### config.mk
export PLATFORM = sky130hd
export DESIGN_NAME = ball_engine_flat
export DESIGN_NICKNAME = d
export VERILOG_FILES = /design/src/rtl/ball_engine_if.sv /design/src/rtl/ball_engine.sv /design/src/flat_wrapper.sv
export SDC_FILE = /design/constraint.sdc
export NUM_CORES = 1
export LEC_CHECK = 0
export ABC_CLOCK_PERIOD_IN_PS = 3100
export CORE_MARGIN = 3
export CORE_UTILIZATION = 51
export DETAILED_ROUTE_END_ITERATION = 6
export PLACE_DENSITY_LB_ADDON = 0.2
export SYNTH_ARGS = -nofsm -noshare
export SYNTH_HDL_FRONTEND = slang
export SYNTH_SLANG_ARGS = --single-unit
export TNS_END_PERCENT = 50
### constraint.sdc
create_clock -name clk -period 3.1 [get_ports clk]
set_input_delay 0.62 -clock clk [delete_from_list [all_inputs] [get_ports clk]]
set_output_delay 0.62 -clock clk [all_outputs]
set_load 0.02 [all_outputs]
### src/rtl/ball_engine_if.sv
// Signal bundle between the pong ball engine and the frame/paddle/score logic around it.
interface ball_engine_if;
    logic       frame_tick;
    logic       serve;
    logic [9:0] paddle_1Y;
    logic [9:0] paddle_2Y;
    logic [9:0] ballX;
    logic [9:0] ballY;
    logic [3:0] score_1;
    logic [3:0] score_2;
    logic       point;
    logic       game_over;

    modport master (
        output frame_tick, serve, paddle_1Y, paddle_2Y,
        input  ballX, ballY, score_1, score_2, point, game_over
    );

    modport slave (
        input  frame_tick, serve, paddle_1Y, paddle_2Y,
        output ballX, ballY, score_1, score_2, point, game_over
    );
endinterface

### src/rtl/ball_engine.sv
// Pong ball engine: ball motion, wall/paddle bounces, scoring and the serve/hold/game-over flow.
// Optional macro BALL_SPEEDUP_EN: every paddle hit speeds the ball up horizontally (dx 2..6).
module ball_engine #(
    parameter int BALL_SIZE   = 8,
    parameter int PADDLE_H    = 60,
    parameter int X_P1        = 20,
    parameter int X_P2        = 612,
    parameter int Y_TOP       = 30,
    parameter int Y_BOT       = 450,
    parameter int WIN_SCORE   = 9,
    parameter int HOLD_FRAMES = 60
) (
    input  logic         clk,
    input  logic         rst,
    ball_engine_if.slave bus
);
    typedef enum logic [1:0] {IDLE, PLAY, SCORED, GAME_OVER} state_t;

    localparam logic [9:0]  X_CTR     = 10'd316;
    localparam logic [9:0]  Y_CTR     = 10'd236;
    localparam logic [3:0]  STEP_INIT = 4'd2;
    localparam logic [9:0]  DY        = 10'd2;
    localparam logic [10:0] XP1       = 11'(X_P1);
    localparam logic [10:0] XP2       = 11'(X_P2);
    localparam logic [10:0] YTOP      = 11'(Y_TOP);
    localparam logic [10:0] YBOT      = 11'(Y_BOT);
    localparam logic [10:0] BSZ       = 11'(BALL_SIZE);
    localparam logic [10:0] PH        = 11'(PADDLE_H);
    localparam logic [3:0]  WIN       = 4'(WIN_SCORE);
    localparam int          HW        = (HOLD_FRAMES > 1) ? $clog2(HOLD_FRAMES) : 1;
    localparam logic [HW-1:0] HOLD_LAST = HW'(HOLD_FRAMES - 1);

    state_t        state, state_nxt;
    logic [9:0]    ball_x, ball_x_nxt, ball_y, ball_y_nxt;
    logic [3:0]    dx, dx_nxt, dx_hit;
    logic          xdir, xdir_nxt, ydir, ydir_nxt;
    logic          serve_xdir, serve_xdir_nxt, serve_ydir, serve_ydir_nxt;
    logic [3:0]    score_1, score_1_nxt, score_2, score_2_nxt;
    logic          point, point_nxt, miss;
    logic [HW-1:0] hold_cnt, hold_nxt;

    // Boundary maths in 11 bits so sums never wrap and nothing is ever subtracted.
    logic [10:0] bx, by, dxw, dyw, p1, p2;
    logic        cover_1, cover_2;
    assign bx      = {1'b0, ball_x};
    assign by      = {1'b0, ball_y};
    assign dxw     = {7'b0, dx};
    assign dyw     = {1'b0, DY};
    assign p1      = {1'b0, bus.paddle_1Y};
    assign p2      = {1'b0, bus.paddle_2Y};
    assign cover_1 = (by + BSZ > p1) && (by < p1 + PH);
    assign cover_2 = (by + BSZ > p2) && (by < p2 + PH);

`ifdef BALL_SPEEDUP_EN
    localparam logic [3:0] DX_MAX = 4'd6;
    assign dx_hit = (dx < DX_MAX) ? dx + 4'd1 : dx;
`else
    assign dx_hit = STEP_INIT;
`endif

    always_comb begin
        // NOTE: every target takes its held value first, so no branch can infer a latch.
        state_nxt      = state;
        ball_x_nxt     = ball_x;
        ball_y_nxt     = ball_y;
        dx_nxt         = dx;
        xdir_nxt       = xdir;
        ydir_nxt       = ydir;
        serve_xdir_nxt = serve_xdir;
        serve_ydir_nxt = serve_ydir;
        score_1_nxt    = score_1;
        score_2_nxt    = score_2;
        hold_nxt       = hold_cnt;
        point_nxt      = 1'b0;
        miss           = 1'b0;
        unique case (state)
            IDLE: begin
                ball_x_nxt = X_CTR;
                ball_y_nxt = Y_CTR;
                if (bus.serve) begin
                    state_nxt      = PLAY;
                    xdir_nxt       = serve_xdir;
                    ydir_nxt       = serve_ydir;
                    serve_ydir_nxt = ~serve_ydir;
                    dx_nxt         = STEP_INIT;
                end
            end
            PLAY: if (bus.frame_tick) begin
                if (!ydir && by <= YTOP + dyw) begin
                    ball_y_nxt = YTOP[9:0];
                    ydir_nxt   = 1'b1;
                end else if (!ydir) begin
                    ball_y_nxt = ball_y - DY;
                end else if (by + dyw >= YBOT) begin
                    ball_y_nxt = YBOT[9:0];
                    ydir_nxt   = 1'b0;
                end else begin
                    ball_y_nxt = ball_y + DY;
                end
                ball_x_nxt = xdir ? ball_x + {6'b0, dx} : ball_x - {6'b0, dx};
                if (!xdir && bx <= XP1 + dxw) begin
                    if (cover_1) begin
                        ball_x_nxt = XP1[9:0];
                        xdir_nxt   = 1'b1;
                        dx_nxt     = dx_hit;
                    end else begin
                        miss           = 1'b1;
                        score_2_nxt    = (score_2 == WIN) ? WIN : score_2 + 4'd1;
                        serve_xdir_nxt = 1'b0;
                    end
                end else if (xdir && bx + dxw >= XP2) begin
                    if (cover_2) begin
                        ball_x_nxt = XP2[9:0];
                        xdir_nxt   = 1'b0;
                        dx_nxt     = dx_hit;
                    end else begin
                        miss           = 1'b1;
                        score_1_nxt    = (score_1 == WIN) ? WIN : score_1 + 4'd1;
                        serve_xdir_nxt = 1'b1;
                    end
                end
                // A miss freezes the ball where it was, overriding any wall bounce.
                if (miss) begin
                    ball_x_nxt = ball_x;
                    ball_y_nxt = ball_y;
                    ydir_nxt   = ydir;
                    point_nxt  = 1'b1;
                    hold_nxt   = '0;
                    state_nxt  = SCORED;
                end
            end
            SCORED: if (bus.frame_tick) begin
                if (hold_cnt == HOLD_LAST) begin
                    hold_nxt = '0;
                    if (score_1 == WIN || score_2 == WIN) begin
                        state_nxt = GAME_OVER;
                    end else begin
                        state_nxt  = IDLE;
                        ball_x_nxt = X_CTR;
                        ball_y_nxt = Y_CTR;
                    end
                end else begin
                    hold_nxt = hold_cnt + HW'(1);
                end
            end
            GAME_OVER: if (bus.serve) begin
                score_1_nxt = '0;
                score_2_nxt = '0;
                ball_x_nxt  = X_CTR;
                ball_y_nxt  = Y_CTR;
                state_nxt   = IDLE;
            end
            default: state_nxt = IDLE;
        endcase
    end

    always_ff @(posedge clk) begin
        // NOTE: non-blocking so every register samples values from before the edge.
        if (rst) begin
            state      <= IDLE;
            ball_x     <= X_CTR;
            ball_y     <= Y_CTR;
            dx         <= STEP_INIT;
            xdir       <= 1'b1;
            ydir       <= 1'b1;
            serve_xdir <= 1'b1;
            serve_ydir <= 1'b1;
            score_1    <= '0;
            score_2    <= '0;
            point      <= 1'b0;
            hold_cnt   <= '0;
        end else begin
            state      <= state_nxt;
            ball_x     <= ball_x_nxt;
            ball_y     <= ball_y_nxt;
            dx         <= dx_nxt;
            xdir       <= xdir_nxt;
            ydir       <= ydir_nxt;
            serve_xdir <= serve_xdir_nxt;
            serve_ydir <= serve_ydir_nxt;
            score_1    <= score_1_nxt;
            score_2    <= score_2_nxt;
            point      <= point_nxt;
            hold_cnt   <= hold_nxt;
        end
    end

    assign bus.ballX     = ball_x;
    assign bus.ballY     = ball_y;
    assign bus.score_1   = score_1;
    assign bus.score_2   = score_2;
    assign bus.point     = point;
    assign bus.game_over = (state == GAME_OVER);
endmodule

### src/flat_wrapper.sv
// flat-port wrapper written by rule: the top's interface ports become plain ports
module ball_engine_flat 
#(
    parameter int BALL_SIZE   = 8,
    parameter int PADDLE_H    = 60,
    parameter int X_P1        = 20,
    parameter int X_P2        = 612,
    parameter int Y_TOP       = 30,
    parameter int Y_BOT       = 450,
    parameter int WIN_SCORE   = 9,
    parameter int HOLD_FRAMES = 60
)
  (clk, rst, bus_frame_tick, bus_serve, bus_paddle_1Y, bus_paddle_2Y, bus_ballX, bus_ballY, bus_score_1, bus_score_2, bus_point, bus_game_over);
  ball_engine_if bus_i ();
  input  logic clk;
  input  logic rst;
  input wire logic [$bits(bus_i.frame_tick)-1:0] bus_frame_tick;
  input wire logic [$bits(bus_i.serve)-1:0] bus_serve;
  input wire logic [$bits(bus_i.paddle_1Y)-1:0] bus_paddle_1Y;
  input wire logic [$bits(bus_i.paddle_2Y)-1:0] bus_paddle_2Y;
  output wire logic [$bits(bus_i.ballX)-1:0] bus_ballX;
  output wire logic [$bits(bus_i.ballY)-1:0] bus_ballY;
  output wire logic [$bits(bus_i.score_1)-1:0] bus_score_1;
  output wire logic [$bits(bus_i.score_2)-1:0] bus_score_2;
  output wire logic [$bits(bus_i.point)-1:0] bus_point;
  output wire logic [$bits(bus_i.game_over)-1:0] bus_game_over;
  assign bus_i.frame_tick = bus_frame_tick;
  assign bus_i.serve = bus_serve;
  assign bus_i.paddle_1Y = bus_paddle_1Y;
  assign bus_i.paddle_2Y = bus_paddle_2Y;
  assign bus_ballX = bus_i.ballX;
  assign bus_ballY = bus_i.ballY;
  assign bus_score_1 = bus_i.score_1;
  assign bus_score_2 = bus_i.score_2;
  assign bus_point = bus_i.point;
  assign bus_game_over = bus_i.game_over;
  ball_engine #(.BALL_SIZE(BALL_SIZE), .PADDLE_H(PADDLE_H), .X_P1(X_P1), .X_P2(X_P2), .Y_TOP(Y_TOP), .Y_BOT(Y_BOT), .WIN_SCORE(WIN_SCORE), .HOLD_FRAMES(HOLD_FRAMES)) u_core (.clk(clk), .rst(rst), .bus(bus_i));
endmodule
==> results.cfg <==
[global_routing]
overflow = 0
grt_pass1_vias = 4538
grtUsageTotal_pct = 28.84
grt_antenna_before_repair = 0
grt_start_max_net_pins = 18
grt_pass1_wl_um = 21410

[floorplan]
ios = 54
dieHeight_um = 96.55
chipWidth_um = 96.55
dieArea_um2 = 9322
rows = 32
core_um2 = 7848
initial_utilization_pct = 53.28

[logic_synthesis]
synth_edf_count = 0
async_flop_share_pct = 0
ys_warn_count = 0
synthCells = 547
syn_avg_cell_area_um2 = 7.644
synth_area_um2 = 4182
ys.flop_type = dfxtp_1
synth_cell_types = 79
ys_seq_area_share_pct = 18.67
synth_seq_cells = 39

[critical_path]
critPathMaxFanout = 4
crit_type = primary input to flop
startpoint_type = primary input
cp.required_ns = 3.26
crit_start = bus_paddle_1Y[2]
crit_path_end_kind = flop
r2r-start = u_core.bus.ballY[4]
arrival_ns = 3.38

[detailed_routing]
drc = 0
drt-vias-per-instance = 6.352
ant_nets = 0
wl_um = 15260
drt_iter0_markers = 438
firstDrtPassIters = 6
wl_per_cell_um = 19.34
num_vias = 5012

[clocking]
htree_levels = 2
cts_tree = done
cts_buffer_depth = 2
cts_sinks = 39
clkLatencyLatePin_ns = 0.29
cts_buffers = 5
path_clk_slew_ns = 0.08
clock-root-buffer = clkbuf_8

[run_status]
status = finished with violations
violations = setup timing

[placed_design]
dp_cells = 761
place_hpwl_um = 9764
gp_congestion = 0.9099
place.port_buffers = 51

[cells_and_area]
drive_above_1_share_pct = 29.26
area.growth.synth_to_final_pct = 47.43
final_cell_mix = 92 x buf_4, 49 x nand2_1, 46 x ha_1, 40 x clkdlybuf4s50_1, 38 x nor2_1
fin_cells = 789
final_common_cell = buf_4
n_antenna_cell = 0
layout.nets = 765
nFillCells = 500

[timing]
finalSetupTns_ns = -1.204
slew_headroom_pct = 54.76
rsz0062_at_grt = yes
fin_ws_ns = -0.1219
skew_ns = 0.008256
fmax_mhz = 310.4
period_minus_slack_ns = 3.222
finalCritPeriodShare_pct = 103.9
hold_viol = 0
finalMaxSlewViolations = 0
setup_viol = 16
tightest_slew_ns = 0.6744

[worst_hold_path]
hold_class = flop to flop
min_from = u_core.serve_ydir

[pwr]
powerDensity_nw_per_um2 = 271.5
p_leak_nw = 2.575
ir_drop_mv = 0.2499

[job]
drv_cap = 0
[power by group]
group / total, W / internal [W] / switching, W
clock network: 0.000477 / 0.000290 / 0.000187
logic: 0.000653 / 0.000315 / 0.000337
registers: 0.000544 / 0.000513 / 0.0000316
[worst max-delay path, stage by stage]
cell and delay [ns]:
buf_6 0.09, inv_2 0.07, ha_4 0.13, or3b_4 0.40, nand3_2 0.08, xnor2_1 0.13, ha_1 0.29, a211oi_2 0.22
nand2_1 0.10, buf_4 0.15, o21ai_4 0.20, buf_4 0.14, nand3_1 0.20, buf_4 0.21, a31oi_1 0.19, o32ai_2 0.13
[layer usage]
layer	global-route usage, %	part of all wire, %
met5	0	0
met4	10.05	3.8
met3	3.563	7.9
met2	50.63	49
met1	36.25	39
[final timing paths]
check,to,slack [ns],cells past startpoint
worst max-delay path,u_core.bus.ballX[6],-0.12,16
worst min-delay path,u_core.serve_ydir,0.49,2
worst max register to register,u_core.bus.ballY[6],-0.11,15
worst min register to register,u_core.serve_ydir,0.49,2
[what timing repair did]
item	in CTS	in global routing
hold buffers	0	0
setup endpoints to repair	38	36
gates resized for setup	53	63
buffers inserted	10	11
gates cloned	1	0
pin swaps	27	33
[final cells by class]
class,count,area (um2),area share (%)
Multi-Input combinational cell,445,3593,58.29
Clock buffer,7,97.59,1.583
Sequential cell,39,794.5,12.89
Clock inverter,1,30.03,0.4871
Tap cell,102,127.6,2.070
Inverter,41,168.9,2.740
Timing Repair Buffer,154,1353,21.94
[Yosys cell counts, types with 3 or more instances]
master	count	area share, %
o21ai_1	12	1.4
mux2i_1	6	1.4
nand4_1	6	0.90
xnor2_1	25	5.2
o41ai_1	3	0.63
o2111ai_1	4	0.84
buf_4	3	0.54
and4_1	5	1.0
nor2_1	42	3.8
nand2_1	51	4.6
o21a_1	6	1.1
o211ai_1	7	1.3
nand3b_1	5	0.90
a21o_1	9	1.6
a21oi_1	33	3.9
a31oi_1	7	1.0
nand3_1	20	2.4
a2bb2oi_1	3	0.63
ha_1	54	16
nor2b_1	6	0.90
dfxtp_1	39	19
clkbuf_1	7	0.63
and3_1	8	1.2
o32ai_1	4	0.84
nand2b_1	5	0.75
inv_1	40	3.6
nor3_1	22	2.6
and2_1	6	0.90
o21ai_0	23	2.8
or3_1	4	0.60
buf_2	10	1.2
a211oi_1	10	1.8
xor2_1	5	1.0
[flip-flops by register name, summed over array words and instances (netlist names)]
register / flops
u_core.bus.ballX: 9
u_core.bus.ballY: 9
u_core.bus.point: 1
u_core.bus.score_1: 4
u_core.bus.score_2: 4
u_core.hold_cnt: 6
u_core.serve_xdir: 1
u_core.serve_ydir: 1
u_core.state: 2
u_core.xdir: 1
u_core.ydir: 1
[cell families (layout without fill, tap and decap cells)]
kind of cell	Yosys count	count (layout)	synth area share (%)
AO/OA/AOI/OAI	156	156	26.27
XOR/XNOR	30	30	6.284
adder cells (fa/ha/maj)	55	55	16.64
buffers and inverters	64	203	6.643
flip-flops	39	39	18.67
multiplexers	7	7	1.706
other	1	2	0.08968
AND/OR/NAND/NOR	195	195	23.70
[through the flow]
step           cell area (um2)  hold WS (ns)   power, W  utilization (%)  setup slack [ns]
2_1_floorplan             4329        0.4547  0.0008691                -         -0.003596
3_3_place_gp              5454        0.4677   0.001047            69.50           -0.7649
3_5_place_dp              5454        0.4717   0.001069            69.50           -0.8886
4_1_cts                   5789        0.4959   0.001571            73.77          -0.02703
5_1_grt                   6165        0.5242   0.001739            78.56           -0.2266
6_report                  6165        0.4944   0.001674            78.56           -0.1219
No activity file was read; power rests on OpenSTA's default activity.
